[src/rtl/hazard_unit_if.sv]
// rtl/hazard_unit_if.sv - pipeline control bundle between the core and the hazard unit
interface hazard_unit_if #(
  parameter int CNT_W = 32
);
  logic             ihit;
  logic             dhit;
  logic [31:0]      instru_de;
  logic             dREN_ex;
  logic             regWr_ex;
  logic [4:0]       regDst_ex;
  logic             dREN_me;
  logic             dWEN_me;
  logic             branch_taken_ex;
  logic             halt_me;
  logic             pc_en;
  logic             fd_en;
  logic             de_en;
  logic             em_en;
  logic             mw_en;
  logic             fd_flush;
  logic             de_flush;
  logic             em_flush;
  logic             mw_flush;
  logic             halted;
  logic [1:0]       state;
  logic [CNT_W-1:0] stall_cnt;
  logic [CNT_W-1:0] flush_cnt;

  modport slave (
    input  ihit, dhit, instru_de, dREN_ex, regWr_ex, regDst_ex,
           dREN_me, dWEN_me, branch_taken_ex, halt_me,
    output pc_en, fd_en, de_en, em_en, mw_en,
           fd_flush, de_flush, em_flush, mw_flush,
           halted, state, stall_cnt, flush_cnt
  );

  modport master (
    output ihit, dhit, instru_de, dREN_ex, regWr_ex, regDst_ex,
           dREN_me, dWEN_me, branch_taken_ex, halt_me,
    input  pc_en, fd_en, de_en, em_en, mw_en,
           fd_flush, de_flush, em_flush, mw_flush,
           halted, state, stall_cnt, flush_cnt
  );
endinterface

[src/rtl/hazard_unit.sv]
// rtl/hazard_unit.sv - stall/flush controller for the 5-stage pipeline with perf counters
module hazard_unit #(
  parameter int CNT_W = 32
) (
  input  logic       CLK,
  input  logic       nRST,
  hazard_unit_if.slave hif
);

  typedef enum logic [1:0] {
    RUN      = 2'd0,
    LD_STALL = 2'd1,
    MEM_WAIT = 2'd2,
    HALTED   = 2'd3
  } state_t;

  localparam logic [5:0] OP_RTYPE = 6'b000000;
  localparam logic [5:0] OP_J     = 6'b000010;
  localparam logic [5:0] OP_JAL   = 6'b000011;
  localparam logic [5:0] OP_BEQ   = 6'b000100;
  localparam logic [5:0] OP_BNE   = 6'b000101;
  localparam logic [5:0] OP_SW    = 6'b101011;
  localparam logic [5:0] FN_JR    = 6'b001000;

  state_t           state_q, state_d;
  logic             halted_q, halted_d;
  logic [CNT_W-1:0] stall_cnt_q, stall_cnt_d;
  logic [CNT_W-1:0] flush_cnt_q, flush_cnt_d;

  logic [5:0] opcode_de, funct_de;
  logic [4:0] rs_de, rt_de;
  logic       uses_rt, is_jr, is_jump, mem_busy, load_use;
  logic       pc_en, fd_en, de_en, em_en, mw_en;
  logic       fd_flush, de_flush, em_flush, mw_flush;
  logic       flush_inc, stall_inc;

  assign opcode_de = hif.instru_de[31:26];
  assign funct_de  = hif.instru_de[5:0];
  assign rs_de     = hif.instru_de[25:21];
  assign rt_de     = hif.instru_de[20:16];
  assign uses_rt   = (opcode_de == OP_RTYPE) || (opcode_de == OP_BEQ) ||
                     (opcode_de == OP_BNE)   || (opcode_de == OP_SW);
  assign is_jr     = (opcode_de == OP_RTYPE) && (funct_de == FN_JR);
  assign is_jump   = (opcode_de == OP_J) || (opcode_de == OP_JAL) || is_jr;
  assign mem_busy  = (hif.dREN_me || hif.dWEN_me) && !hif.dhit;
  assign load_use  = hif.dREN_ex && hif.regWr_ex && (hif.regDst_ex != 5'd0) &&
                     ((rs_de == hif.regDst_ex) || (uses_rt && (rt_de == hif.regDst_ex)));

  // While in LD_STALL the execute stage holds the bubble we just inserted, so
  // load_use is ignored there to guarantee a single stall cycle.
  always_comb begin
    pc_en     = 1'b1;
    fd_en     = 1'b1;
    de_en     = 1'b1;
    em_en     = 1'b1;
    mw_en     = 1'b1;
    fd_flush  = 1'b0;
    de_flush  = 1'b0;
    em_flush  = 1'b0;
    mw_flush  = 1'b0;
    flush_inc = 1'b0;
    state_d   = RUN;
    if (state_q == HALTED || hif.halt_me) begin
      pc_en   = 1'b0;
      fd_en   = 1'b0;
      de_en   = 1'b0;
      em_en   = 1'b0;
      mw_en   = 1'b0;
      state_d = HALTED;
    end else if (mem_busy) begin
      pc_en    = 1'b0;
      fd_en    = 1'b0;
      de_en    = 1'b0;
      em_en    = 1'b0;
      mw_flush = 1'b1;
      state_d  = MEM_WAIT;
    end else if (hif.branch_taken_ex) begin
      fd_flush  = 1'b1;
      de_flush  = 1'b1;
      flush_inc = 1'b1;
    end else if (load_use && state_q != LD_STALL) begin
      pc_en    = 1'b0;
      fd_en    = 1'b0;
      de_flush = 1'b1;
      state_d  = LD_STALL;
    end else if (is_jump && hif.ihit) begin
      fd_flush  = 1'b1;
      flush_inc = 1'b1;
    end else if (!hif.ihit) begin
      pc_en    = 1'b0;
      fd_flush = 1'b1;
    end
  end

  assign halted_d  = halted_q || (state_d == HALTED);
  assign stall_inc = !pc_en && (state_q != HALTED);

  // Counters saturate at all-ones instead of wrapping.
  always_comb begin
    stall_cnt_d = stall_cnt_q;
    flush_cnt_d = flush_cnt_q;
    if (stall_inc && (stall_cnt_q != {CNT_W{1'b1}}))
      stall_cnt_d = stall_cnt_q + {{(CNT_W-1){1'b0}}, 1'b1};
    if (flush_inc && (flush_cnt_q != {CNT_W{1'b1}}))
      flush_cnt_d = flush_cnt_q + {{(CNT_W-1){1'b0}}, 1'b1};
  end

  always_ff @(posedge CLK) begin
    if (!nRST) begin
      state_q     <= RUN;
      halted_q    <= 1'b0;
      stall_cnt_q <= '0;
      flush_cnt_q <= '0;
    end else begin
      state_q     <= state_d;
      halted_q    <= halted_d;
      stall_cnt_q <= stall_cnt_d;
      flush_cnt_q <= flush_cnt_d;
    end
  end

  assign hif.pc_en     = pc_en;
  assign hif.fd_en     = fd_en;
  assign hif.de_en     = de_en;
  assign hif.em_en     = em_en;
  assign hif.mw_en     = mw_en;
  assign hif.fd_flush  = fd_flush;
  assign hif.de_flush  = de_flush;
  assign hif.em_flush  = em_flush;
  assign hif.mw_flush  = mw_flush;
  assign hif.halted    = halted_q;
  assign hif.state     = state_q;
  assign hif.stall_cnt = stall_cnt_q;
  assign hif.flush_cnt = flush_cnt_q;

endmodule

[src/flat_wrapper.sv]
// flat-port wrapper written by rule: the top's interface ports become plain ports
module hazard_unit_flat 
#(
  parameter int CNT_W = 32
)
  (CLK, nRST, hif_ihit, hif_dhit, hif_instru_de, hif_dREN_ex, hif_regWr_ex, hif_regDst_ex, hif_dREN_me, hif_dWEN_me, hif_branch_taken_ex, hif_halt_me, hif_pc_en, hif_fd_en, hif_de_en, hif_em_en, hif_mw_en, hif_fd_flush, hif_de_flush, hif_em_flush, hif_mw_flush, hif_halted, hif_state, hif_stall_cnt, hif_flush_cnt);
  hazard_unit_if #(.CNT_W(CNT_W)) hif_i ();
  input  logic CLK;
  input  logic nRST;
  input wire logic [$bits(hif_i.ihit)-1:0] hif_ihit;
  input wire logic [$bits(hif_i.dhit)-1:0] hif_dhit;
  input wire logic [$bits(hif_i.instru_de)-1:0] hif_instru_de;
  input wire logic [$bits(hif_i.dREN_ex)-1:0] hif_dREN_ex;
  input wire logic [$bits(hif_i.regWr_ex)-1:0] hif_regWr_ex;
  input wire logic [$bits(hif_i.regDst_ex)-1:0] hif_regDst_ex;
  input wire logic [$bits(hif_i.dREN_me)-1:0] hif_dREN_me;
  input wire logic [$bits(hif_i.dWEN_me)-1:0] hif_dWEN_me;
  input wire logic [$bits(hif_i.branch_taken_ex)-1:0] hif_branch_taken_ex;
  input wire logic [$bits(hif_i.halt_me)-1:0] hif_halt_me;
  output wire logic [$bits(hif_i.pc_en)-1:0] hif_pc_en;
  output wire logic [$bits(hif_i.fd_en)-1:0] hif_fd_en;
  output wire logic [$bits(hif_i.de_en)-1:0] hif_de_en;
  output wire logic [$bits(hif_i.em_en)-1:0] hif_em_en;
  output wire logic [$bits(hif_i.mw_en)-1:0] hif_mw_en;
  output wire logic [$bits(hif_i.fd_flush)-1:0] hif_fd_flush;
  output wire logic [$bits(hif_i.de_flush)-1:0] hif_de_flush;
  output wire logic [$bits(hif_i.em_flush)-1:0] hif_em_flush;
  output wire logic [$bits(hif_i.mw_flush)-1:0] hif_mw_flush;
  output wire logic [$bits(hif_i.halted)-1:0] hif_halted;
  output wire logic [$bits(hif_i.state)-1:0] hif_state;
  output wire logic [$bits(hif_i.stall_cnt)-1:0] hif_stall_cnt;
  output wire logic [$bits(hif_i.flush_cnt)-1:0] hif_flush_cnt;
  assign hif_i.ihit = hif_ihit;
  assign hif_i.dhit = hif_dhit;
  assign hif_i.instru_de = hif_instru_de;
  assign hif_i.dREN_ex = hif_dREN_ex;
  assign hif_i.regWr_ex = hif_regWr_ex;
  assign hif_i.regDst_ex = hif_regDst_ex;
  assign hif_i.dREN_me = hif_dREN_me;
  assign hif_i.dWEN_me = hif_dWEN_me;
  assign hif_i.branch_taken_ex = hif_branch_taken_ex;
  assign hif_i.halt_me = hif_halt_me;
  assign hif_pc_en = hif_i.pc_en;
  assign hif_fd_en = hif_i.fd_en;
  assign hif_de_en = hif_i.de_en;
  assign hif_em_en = hif_i.em_en;
  assign hif_mw_en = hif_i.mw_en;
  assign hif_fd_flush = hif_i.fd_flush;
  assign hif_de_flush = hif_i.de_flush;
  assign hif_em_flush = hif_i.em_flush;
  assign hif_mw_flush = hif_i.mw_flush;
  assign hif_halted = hif_i.halted;
  assign hif_state = hif_i.state;
  assign hif_stall_cnt = hif_i.stall_cnt;
  assign hif_flush_cnt = hif_i.flush_cnt;
  hazard_unit #(.CNT_W(CNT_W)) u_core (.CLK(CLK), .nRST(nRST), .hif(hif_i));
endmodule
[config.mk]
export PLATFORM = sky130hd
export DESIGN_NAME = hazard_unit_flat
export DESIGN_NICKNAME = d
export VERILOG_FILES = /design/src/rtl/hazard_unit_if.sv /design/src/rtl/hazard_unit.sv /design/src/flat_wrapper.sv
export SDC_FILE = /design/constraint.sdc
export NUM_CORES = 1
export LEC_CHECK = 0
export CAP_MARGIN = 20
export CELL_PAD_IN_SITES_DETAIL_PLACEMENT = 1
export CELL_PAD_IN_SITES_GLOBAL_PLACEMENT = 1
export CORE_MARGIN = 5
export CORE_UTILIZATION = 35
export CTS_CLUSTER_SIZE = 24
export DETAILED_ROUTE_END_ITERATION = 6
export PLACE_DENSITY_LB_ADDON = 0.1
export SLEW_MARGIN = 20
export SYNTH_ARGS = -nofsm -noshare
export SYNTH_HDL_FRONTEND = slang
export SYNTH_SLANG_ARGS = --single-unit
export TNS_END_PERCENT = 100
[constraint.sdc]
create_clock -name CLK -period 6.8 [get_ports CLK]
set_clock_uncertainty 0.05 [all_clocks]
set_input_delay 0.68 -clock CLK [delete_from_list [all_inputs] [get_ports CLK]]
set_output_delay 0.68 -clock CLK [all_outputs]
set_load 0.03 [all_outputs]
Yosys cells after proc, flatten, opt, wreduce, memory -nomap -nowiden
Cells that the tools add are included.

Register bits after elaboration: 67. Bits of input ports: 47. Output and inout port bits: 76. Logic and storage cells: 78.

$add $sub $neg: 2. Equality and inequality tests: 14. Muxes and demuxes: 34. Reductions and logical operators: 24.

Operators with widths (count): $add 32x1->32 const B (2); $ne 32x32->1 const B (2); $mux 1 (31); $eq 6x2->1 const B (2); $eq 6x3->1 const B (2); $logic_and 1x1->1 (11); $eq 5x5->1 (2); $logic_or 1x1->1 (9); $eq 6x4->1 const B (1); $eq 6x6->1 const B (1); $logic_not 6->1 (1); $mux 2 (3); $reduce_bool 5->1 (1); $eq 2x2->1 const B (2); $logic_not 1->1 (2); $ne 2x1->1 const B (1); $ne 2x2->1 const B (1).

Longest topological paths before layout
Gate-level depths: netlist of the first run.

Word-level depth: 15. Mapped depth: 9. Depth with buffers taken out: 8.

Worst setup path before layout of the first run
Ideal clock, no wire load.

Path type: input to output. Start: input hif_dWEN_me. End: output hif_fd_flush. Arrival time: 2726 ps. Data required time: 6070 ps. Path slack: 3344 ps. Stages: 4. Path buffers: 0. Cells stage by stage: o21ba_2 > nor2_1 > o21a_1 > a21boi_0.

Longest elaborated chain between the ends: 4.

RTL lines: from (decl) (line flat_wrapper.sv:17) `input wire logic [$bits(hif_i.dWEN_me)-1:0] hif_dWEN_me;`; $logic_or 1x1->1 (line hazard_unit.sv:45) `assign mem_busy = (hif.dREN_me || hif.dWEN_me) && !hif.dhit;`; $logic_and 1x1->1 (line hazard_unit.sv:45); $mux 1 (line hazard_unit.sv:70) `end else if (mem_busy) begin`; $mux 1 (line hazard_unit.sv:63) `if (state_q == HALTED || hif.halt_me) begin`; to (decl) (line flat_wrapper.sv:25) `output wire logic [$bits(hif_i.fd_flush)-1:0] hif_fd_flush;`.

Every way passes these cells.

Worst setup path after layout of the first run
Start: input hif_instru_de[26]. End: output hif_pc_en.

Longest elaborated chain between the ends: 12. Elaborated cells on any way between the ends: 22. Those cells by class: eq/ne (5); mux (5); reduce/logical (12).

RTL lines: from (decl) (line flat_wrapper.sv:12) `input wire logic [$bits(hif_i.instru_de)-1:0] hif_instru_de;`; $eq 6x3->1 / $logic_not 6->1 (equally long branches) (line hazard_unit.sv:41, hazard_unit.sv:43); $logic_or 1x1->1 (2 in series) (line hazard_unit.sv:41) `assign uses_rt = (opcode_de == OP_RTYPE) || (opcode_de == OP_BEQ) ||`; $logic_or 1x1->1 (line hazard_unit.sv:42) `(opcode_de == OP_BNE) || (opcode_de == OP_SW);`; $logic_and 1x1->1 (line hazard_unit.sv:47) `((rs_de == hif.regDst_ex) || (uses_rt && (rt_de == hif.regDst_ex)));`; $logic_or 1x1->1 (line hazard_unit.sv:47); $logic_and 1x1->1 (line hazard_unit.sv:46) `assign load_use = hif.dREN_ex && hif.regWr_ex && (hif.regDst_ex != 5'd0) &&`; $logic_and 1x1->1 (line hazard_unit.sv:81) `end else if (load_use && state_q != LD_STALL) begin`; $mux 1 (*) (line hazard_unit.sv:81); $mux 1 (*) (line hazard_unit.sv:77) `end else if (hif.branch_taken_ex) begin`; $mux 1 (*) (line hazard_unit.sv:70); $mux 1 (*) (line hazard_unit.sv:63); to (decl) (line flat_wrapper.sv:20) `output wire logic [$bits(hif_i.pc_en)-1:0] hif_pc_en;`.

Mark *: on every way between the ends. The rest lies on a longest branch, timed or not.

==> results.json, run 1 <==
{
  "totalWireLength_um": 11000,
  "final_critical_path_setup_slack_ns": 2.64,
  "setup-tns-final_ns": 0,
  "hold_buffers": 0,
  "synth.yosys.seq_area_share_pct": 38.0,
  "worst_setup_path_startpoint": "hif_instru_de[26]",
  "synth_fp_nets": 472,
  "rr_endpoint": "u_core.hif.flush_cnt[9]$_SDFFE_PN0P_",
  "power.combinational.fraction_pct": 12.9,
  "min_period_ns": 4.16,
  "critical_path.endpoint": "hif_pc_en",
  "power_switching_share_pct": 25.9,
  "cts_tree": "built",
  "numCtsBuffers": 9,
  "row_count": 36,
  "grt.total_usage_pct": 18.1,
  "die_w_um": 110,
  "max-clock-path-buffers": 2,
  "power.density_cell_area_nw_per_um2": 170,
  "p_total_w": 0.000834,
  "power_report.internal_total_w": 0.000618,
  "clockPowerShare_pct": 38.7,
  "worstPathMaxFanout": 31,
  "outcome": "finished, final reports clean",
  "transition_at_the_pin_with_the_smallest_max_transition_slack_ns": 0.898,
  "crit_type": "in -> out",
  "grt_setup_unrepaired": "false",
  "nets": 581,
  "hold_viol_final": 0,
  "relative_contribution_of_sequential_cells_to_total_power_pct": 48.3,
  "globalplace.congestion": 0.726,
  "num_io_pins": 123,
  "drv_cap": 0,
  "clock_sinks": 67,
  "place_ws_ns": 2.62,
  "yosys_register_bits": 67,
  "peakVddDrop_v": 0.0000841,
  "avgRoutedWirePerCell_um": 16.5,
  "grt_pass1_wl_um": 17500,
  "grt_antenna_before_repair": 0,
  "data_required_time_of_the_worst_path_ns": 6.07,
  "total_switching_power_w": 0.000216,
  "root_buffer": "clkbuf_8",
  "post_cts_resize_count": 0,
  "grt_pass1_vias": 3555,
  "fp.dieH_um": 110,
  "yosys.cell_types.count": 46,
  "area_growth_from_synthesis_to_final_layout_pct": 39.4,
  "initial_utilization_pct": 35.9,
  "yosysWarningCount": 0,
  "commonest_cells_after_routing_fill_and_taps_aside": "clkdlybuf4s50_1 (111), dfxtp_1 (67), nor2_1 (38), nand2_1 (38), nand3_1 (30)",
  "synthesis.area_per_instance_um2": 8.34,
  "r2r_slack_ns": 3.74,
  "layout.cells.most_common": "clkdlybuf4s50_1",
  "first_pass_iters": 4,
  "leakagePower_nw": 1.72,
  "dr.first_iter.drc_count": 88,
  "postSynthCellCount": 423,
  "dr_total_vias": 3597,
  "core_area_um2": 9820,
  "timing.max_slew.rel_slack_pct": 39.6,
  "timing.final.max_slew_violations": 0,
  "worstReg2RegStart": "u_core.hif.flush_cnt[6]$_SDFFE_PN0P_",
  "vias_per_cell": 5.38,
  "drt_drc_violations_left": 0,
  "globalRouteOverflowTotal": 0,
  "reg2reg_depth": 7,
  "final_antenna_violating_net_count": 0,
  "postCtsSetupBuffers": 0,
  "clk_latency_ns": 0.34,
  "setup_crit_start_kind": "input pin",
  "endpoint_kind": "output pin",
  "htree_num_levels": 3,
  "floorplan.die_area_um2": 12200,
  "worstPathArrival_ns": 3.43,
  "grt_start_max_net_pins": 35,
  "port_buffers": 111,
  "finalCritPeriodShare_pct": 61.2,
  "maxClockFrequency_ghz": 0.240,
  "setup_viol": 0,
  "antenna_cells": 0,
  "hp-class": "reg -> reg",
  "netlist_area_um2": 3530,
  "detailed_place_hpwl_um": 8160,
  "final_layout_size_suffix_gt1_share_pct": 5.05,
  "path_clk_slew_ns": 0.07
}
cell type report:
| class | instances | area (um^2) |
|---|---|---|
| multi-input cells | 329 | 2050 |
| flip-flops and latches | 67 | 1340 |
| repair buffers | 115 | 1140 |
| clock buffers | 11 | 141 |
| clock inverters | 3 | 40.0 |
| fillers | 1207 | 4900 |
| inverters | 10 | 37.5 |
| well taps | 133 | 166 |
worst max-delay path: stages:
cell             delay (ns)
clkdlybuf4s50_1        0.43
nor2b_1                0.15
or4_1                  0.40
a2111o_1               0.48
a41oi_4                0.21
buf_4                  0.40
inv_1                  0.07
clkdlybuf4s50_1        0.60
synthesized netlist by cell type, drive strengths merged:
| library cell | number | area share (%) |
|---|---|---|
| dfxtp | 67 | 38 |
| nand2 | 39 | 4.2 |
| nor2 | 38 | 4.0 |
| nand3 | 32 | 5.2 |
| a21oi | 25 | 3.5 |
| xnor2 | 21 | 5.2 |
| o21ai | 19 | 2.7 |
| or3 | 19 | 3.4 |
| nand4 | 18 | 3.2 |
| and3 | 15 | 2.7 |
| xor2 | 15 | 3.7 |
| or4 | 12 | 2.6 |
| inv | 10 | 1.1 |
| mux2i | 10 | 2.8 |
| nand2b | 10 | 1.8 |
| nor4 | 10 | 2.2 |
| buf | 9 | 2.0 |
| clkbuf | 8 | 0.85 |
| nor3 | 7 | 0.99 |
| and4 | 5 | 1.2 |
| o211ai | 4 | 0.85 |
| o31ai | 4 | 0.85 |
| and2 | 3 | 0.53 |
| a21boi | 2 | 0.43 |
| a21o | 2 | 0.43 |
| ha | 2 | 0.71 |
| nor2b | 2 | 0.35 |
| o21a | 2 | 0.43 |
| or2 | 2 | 0.35 |
| a2111o | 1 | 0.32 |
| a221oi | 1 | 0.25 |
| a22oi | 1 | 0.60 |
| a41oi | 1 | 0.78 |
| conb | 1 | 0.11 |
| nand4b | 1 | 0.25 |
| nor3b | 1 | 0.21 |
| nor4b | 1 | 0.25 |
| o21ba | 1 | 0.28 |
| o221a | 1 | 0.32 |
| o31a | 1 | 0.25 |
worst min path at each step:
| stage | end | slack, ns | startpoint | depth (start not counted) |
|---|---|---|---|---|
| final | u_core.hif.halted$_SDFF_PN0_ | 0.44 | u_core.hif.halted$_SDFF_PN0_ | 2 |
| after global routing | u_core.hif.flush_cnt[1]$_SDFFE_PN0P_ | 0.48 | u_core.hif.flush_cnt[1]$_SDFFE_PN0P_ | 2 |
| after CTS | u_core.hif.halted$_SDFF_PN0_ | 0.44 | u_core.hif.halted$_SDFF_PN0_ | 2 |
| after detailed placement | u_core.hif.halted$_SDFF_PN0_ | 0.43 | u_core.hif.halted$_SDFF_PN0_ | 2 |
| after floorplan | u_core.hif.flush_cnt[28]$_SDFFE_PN0P_ | 0.55 | u_core.hif.flush_cnt[28]$_SDFFE_PN0P_ | 2 |
| after global placement | u_core.hif.halted$_SDFF_PN0_ | 0.40 | u_core.hif.halted$_SDFF_PN0_ | 2 |
flip-flops by register name (all words and copies together) (netlist names):
name                  flops
u_core.hif.stall_cnt     32
u_core.hif.flush_cnt     32
u_core.hif.halted         1
u_core.hif.state          2
cell families (layout without fill, tap and decap cells):
group	Yosys count	after routing	share of synthesized area (%)
multiplexers	10	10	2.84
AND/OR/NAND/NOR	215	215	33.5
AO/OA/AOI/OAI	65	65	12.0
other	1	1	0.106
XOR/XNOR	36	36	8.94
buffers and inverters	27	139	3.90
flip-flops	67	67	38.0
adder cells (fa/ha/maj)	2	2	0.709
layer usage:
layer  vias up  global-route usage (%)  routed length [um]
met5         -                       0                   0
met4         0                    5.10                 131
met3        11                    4.43                 615
met2        84                    29.9                5140
met1      1758                    23.5                5160
li1       1744                       -                   -
power by group through the flow:
stage	Combinational, W	Sequential [W]	Clock [W]
final	0.000108	0.000403	0.000323
after detailed placement	0.000108	0.000412	0
after global routing	0.000117	0.000404	0.000348
after global placement	0.000106	0.000412	0
after floorplan	0.0000521	0.000420	0
after CTS	0.000109	0.000403	0.000333
metrics by stage:
step / util (%) / hold WS [ns] / instances / cell area [um^2]
2_1_floorplan: - / 0.549 / 423 / 3530
3_3_place_gp: 48.2 / 0.402 / 654 / 4730
3_5_place_dp: 48.2 / 0.428 / 654 / 4730
4_1_cts: 50.1 / 0.445 / 668 / 4920
5_1_grt: 50.1 / 0.476 / 668 / 4920
6_report: 50.1 / 0.439 / 668 / 4920
Power figures use the tool's default switching activity.
==> inputs of run 2 (changes only) <==
- CORE_UTILIZATION: 35 -> 33
- clock period: 6.8 -> 4.2 ns (I/O delays scaled with it)
==> results.json, run 2 (synthesis results as in run 1) <==
{
  "layout.cells.non_filler": 675,
  "commonest_cells_after_routing_fill_and_taps_aside": "clkdlybuf4s50_1 (111), dfxtp_1 (67), nor2_1 (38), nand2_1 (38), nand3_1 (30)",
  "first_pass_iters": 4,
  "setup-tns-final_ns": 0,
  "drv_cap": 0,
  "die_w_um": 113,
  "max-clock-path-buffers": 2,
  "dr_total_vias": 3575,
  "peakVddDrop_v": 0.000144,
  "leakagePower_nw": 1.74,
  "row_count": 37,
  "initial_utilization_pct": 34.0,
  "setup_viol": 0,
  "fp.dieH_um": 113,
  "path_clk_slew_ns": 0.06,
  "totalWireLength_um": 11200,
  "maxClockFrequency_ghz": 0.288,
  "final_antenna_violating_net_count": 0,
  "floorplan.die_area_um2": 12900,
  "post_cts_resize_count": 0,
  "clock_sinks": 67,
  "grt_antenna_before_repair": 0,
  "core_area_um2": 10400,
  "port_buffers": 111,
  "worst_setup_path_startpoint": "hif_instru_de[27]",
  "detailed_place_hpwl_um": 8450,
  "antenna_cells": 0,
  "gr-usage-met1_pct": 22.9,
  "grt_pass1_vias": 3635,
  "drt_drc_violations_left": 0,
  "transition_at_the_pin_with_the_smallest_max_transition_slack_ns": 0.894,
  "timing.max_slew.rel_slack_pct": 40.4,
  "globalplace.congestion": 0.886,
  "num_io_pins": 123,
  "worstPathArrival_ns": 3.01,
  "setup_crit_start_kind": "input pin",
  "cts_tree": "built",
  "use_met3_pct": 3.71,
  "postCtsSetupBuffers": 0,
  "grt_setup_unrepaired": "false",
  "global_route.usage.met2_pct": 28.6,
  "worstReg2RegStart": "u_core.hif.state[0]$_SDFF_PN0_",
  "outcome": "finished, final reports clean",
  "endpoint_kind": "output pin",
  "nets": 585,
  "htree_num_levels": 3,
  "grt_pass1_wl_um": 18300,
  "timing.final.max_slew_violations": 0,
  "hp-start": "u_core.hif.halted$_SDFF_PN0_",
  "grt.total_usage_pct": 17.3,
  "vias_per_cell": 5.30,
  "power.density_cell_area_nw_per_um2": 273,
  "final_layout_size_suffix_gt1_share_pct": 5.75,
  "avgRoutedWirePerCell_um": 16.6,
  "worstPathMaxFanout": 3,
  "clk_latency_ns": 0.34,
  "finalCritPeriodShare_pct": 82.8,
  "hp-class": "reg -> reg",
  "dr.first_iter.drc_count": 156,
  "crit_type": "in -> out",
  "grt-busiest-layer": "met2",
  "grt_start_max_net_pins": 26,
  "p_total_w": 0.00135,
  "root_buffer": "clkbuf_8",
  "area_growth_from_synthesis_to_final_layout_pct": 40.3,
  "globalRouteOverflowTotal": 0,
  "hold_viol_final": 0,
  "numCtsBuffers": 9,
  "hold_buffers": 0,
  "dp.cells": 661,
  "data_required_time_of_the_worst_path_ns": 3.73,
  "layout.cells.most_common": "clkdlybuf4s50_1",
  "min_period_ns": 3.48
}
run 2: cell types whose count changed in the layout (fill, tap and decap cells not counted):
cell	change
buf_4	+4
run 2: per-stage QoR:
stage / cell area [um^2] / hold WS, ns / setup WS (ns) / util (%)
final: 4950 / 0.422 / 0.722 / 47.7
after detailed placement: 4770 / 0.418 / 0.732 / 46.0
after global routing: 4950 / 0.467 / 0.654 / 47.7
after global placement: 4770 / 0.405 / 0.761 / 46.0
after floorplan: 3530 / 0.522 / 1.19 / -
after CTS: 4950 / 0.433 / 0.723 / 47.7
run 2: final cells by class:
type                    count  area [um^2]
multi-input cells         329         2050
well taps                 136          170
fillers                  1255         5420
inverters                  10         37.5
clock buffers              11          141
flip-flops and latches     67         1340
clock inverters             3         40.0
repair buffers            119         1170
run 2: layer usage:
| layer | part of all wire, % | routed length [um] |
|---|---|---|
| met5 | 0 | 0 |
| met4 | 0.77 | 87 |
| met3 | 4.5 | 503 |
| met2 | 46 | 5170 |
| met1 | 49 | 5470 |
run 2: worst max-delay path, stage by stage:
cell	delay, ns
clkdlybuf4s50_1	0.45
or4_1	0.54
a2111o_1	0.48
a21o_1	0.20
o21a_1	0.18
a21boi_0	0.12
clkdlybuf4s50_1	0.61
run 2: final timing paths:
kind                                                        endpoint  depth (start not counted)  slack [ns]
worst max-delay path                                    hif_fd_flush                          7        0.72
worst min-delay path                    u_core.hif.halted$_SDFF_PN0_                          2        0.42
worst max register to register  u_core.hif.flush_cnt[3]$_SDFFE_PN0P_                          8        1.62
worst min register to register          u_core.hif.halted$_SDFF_PN0_                          2        0.42
run 2: where the power goes:
group	switching [W]	leakage (nW)	internal (W)	total, W
registers	0.0000101	0.541	0.000642	0.000653
logic	0.0000990	1.10	0.0000794	0.000178
clock network	0.000238	0.0950	0.000282	0.000520
total	0.000347	1.74	0.00100	0.00135
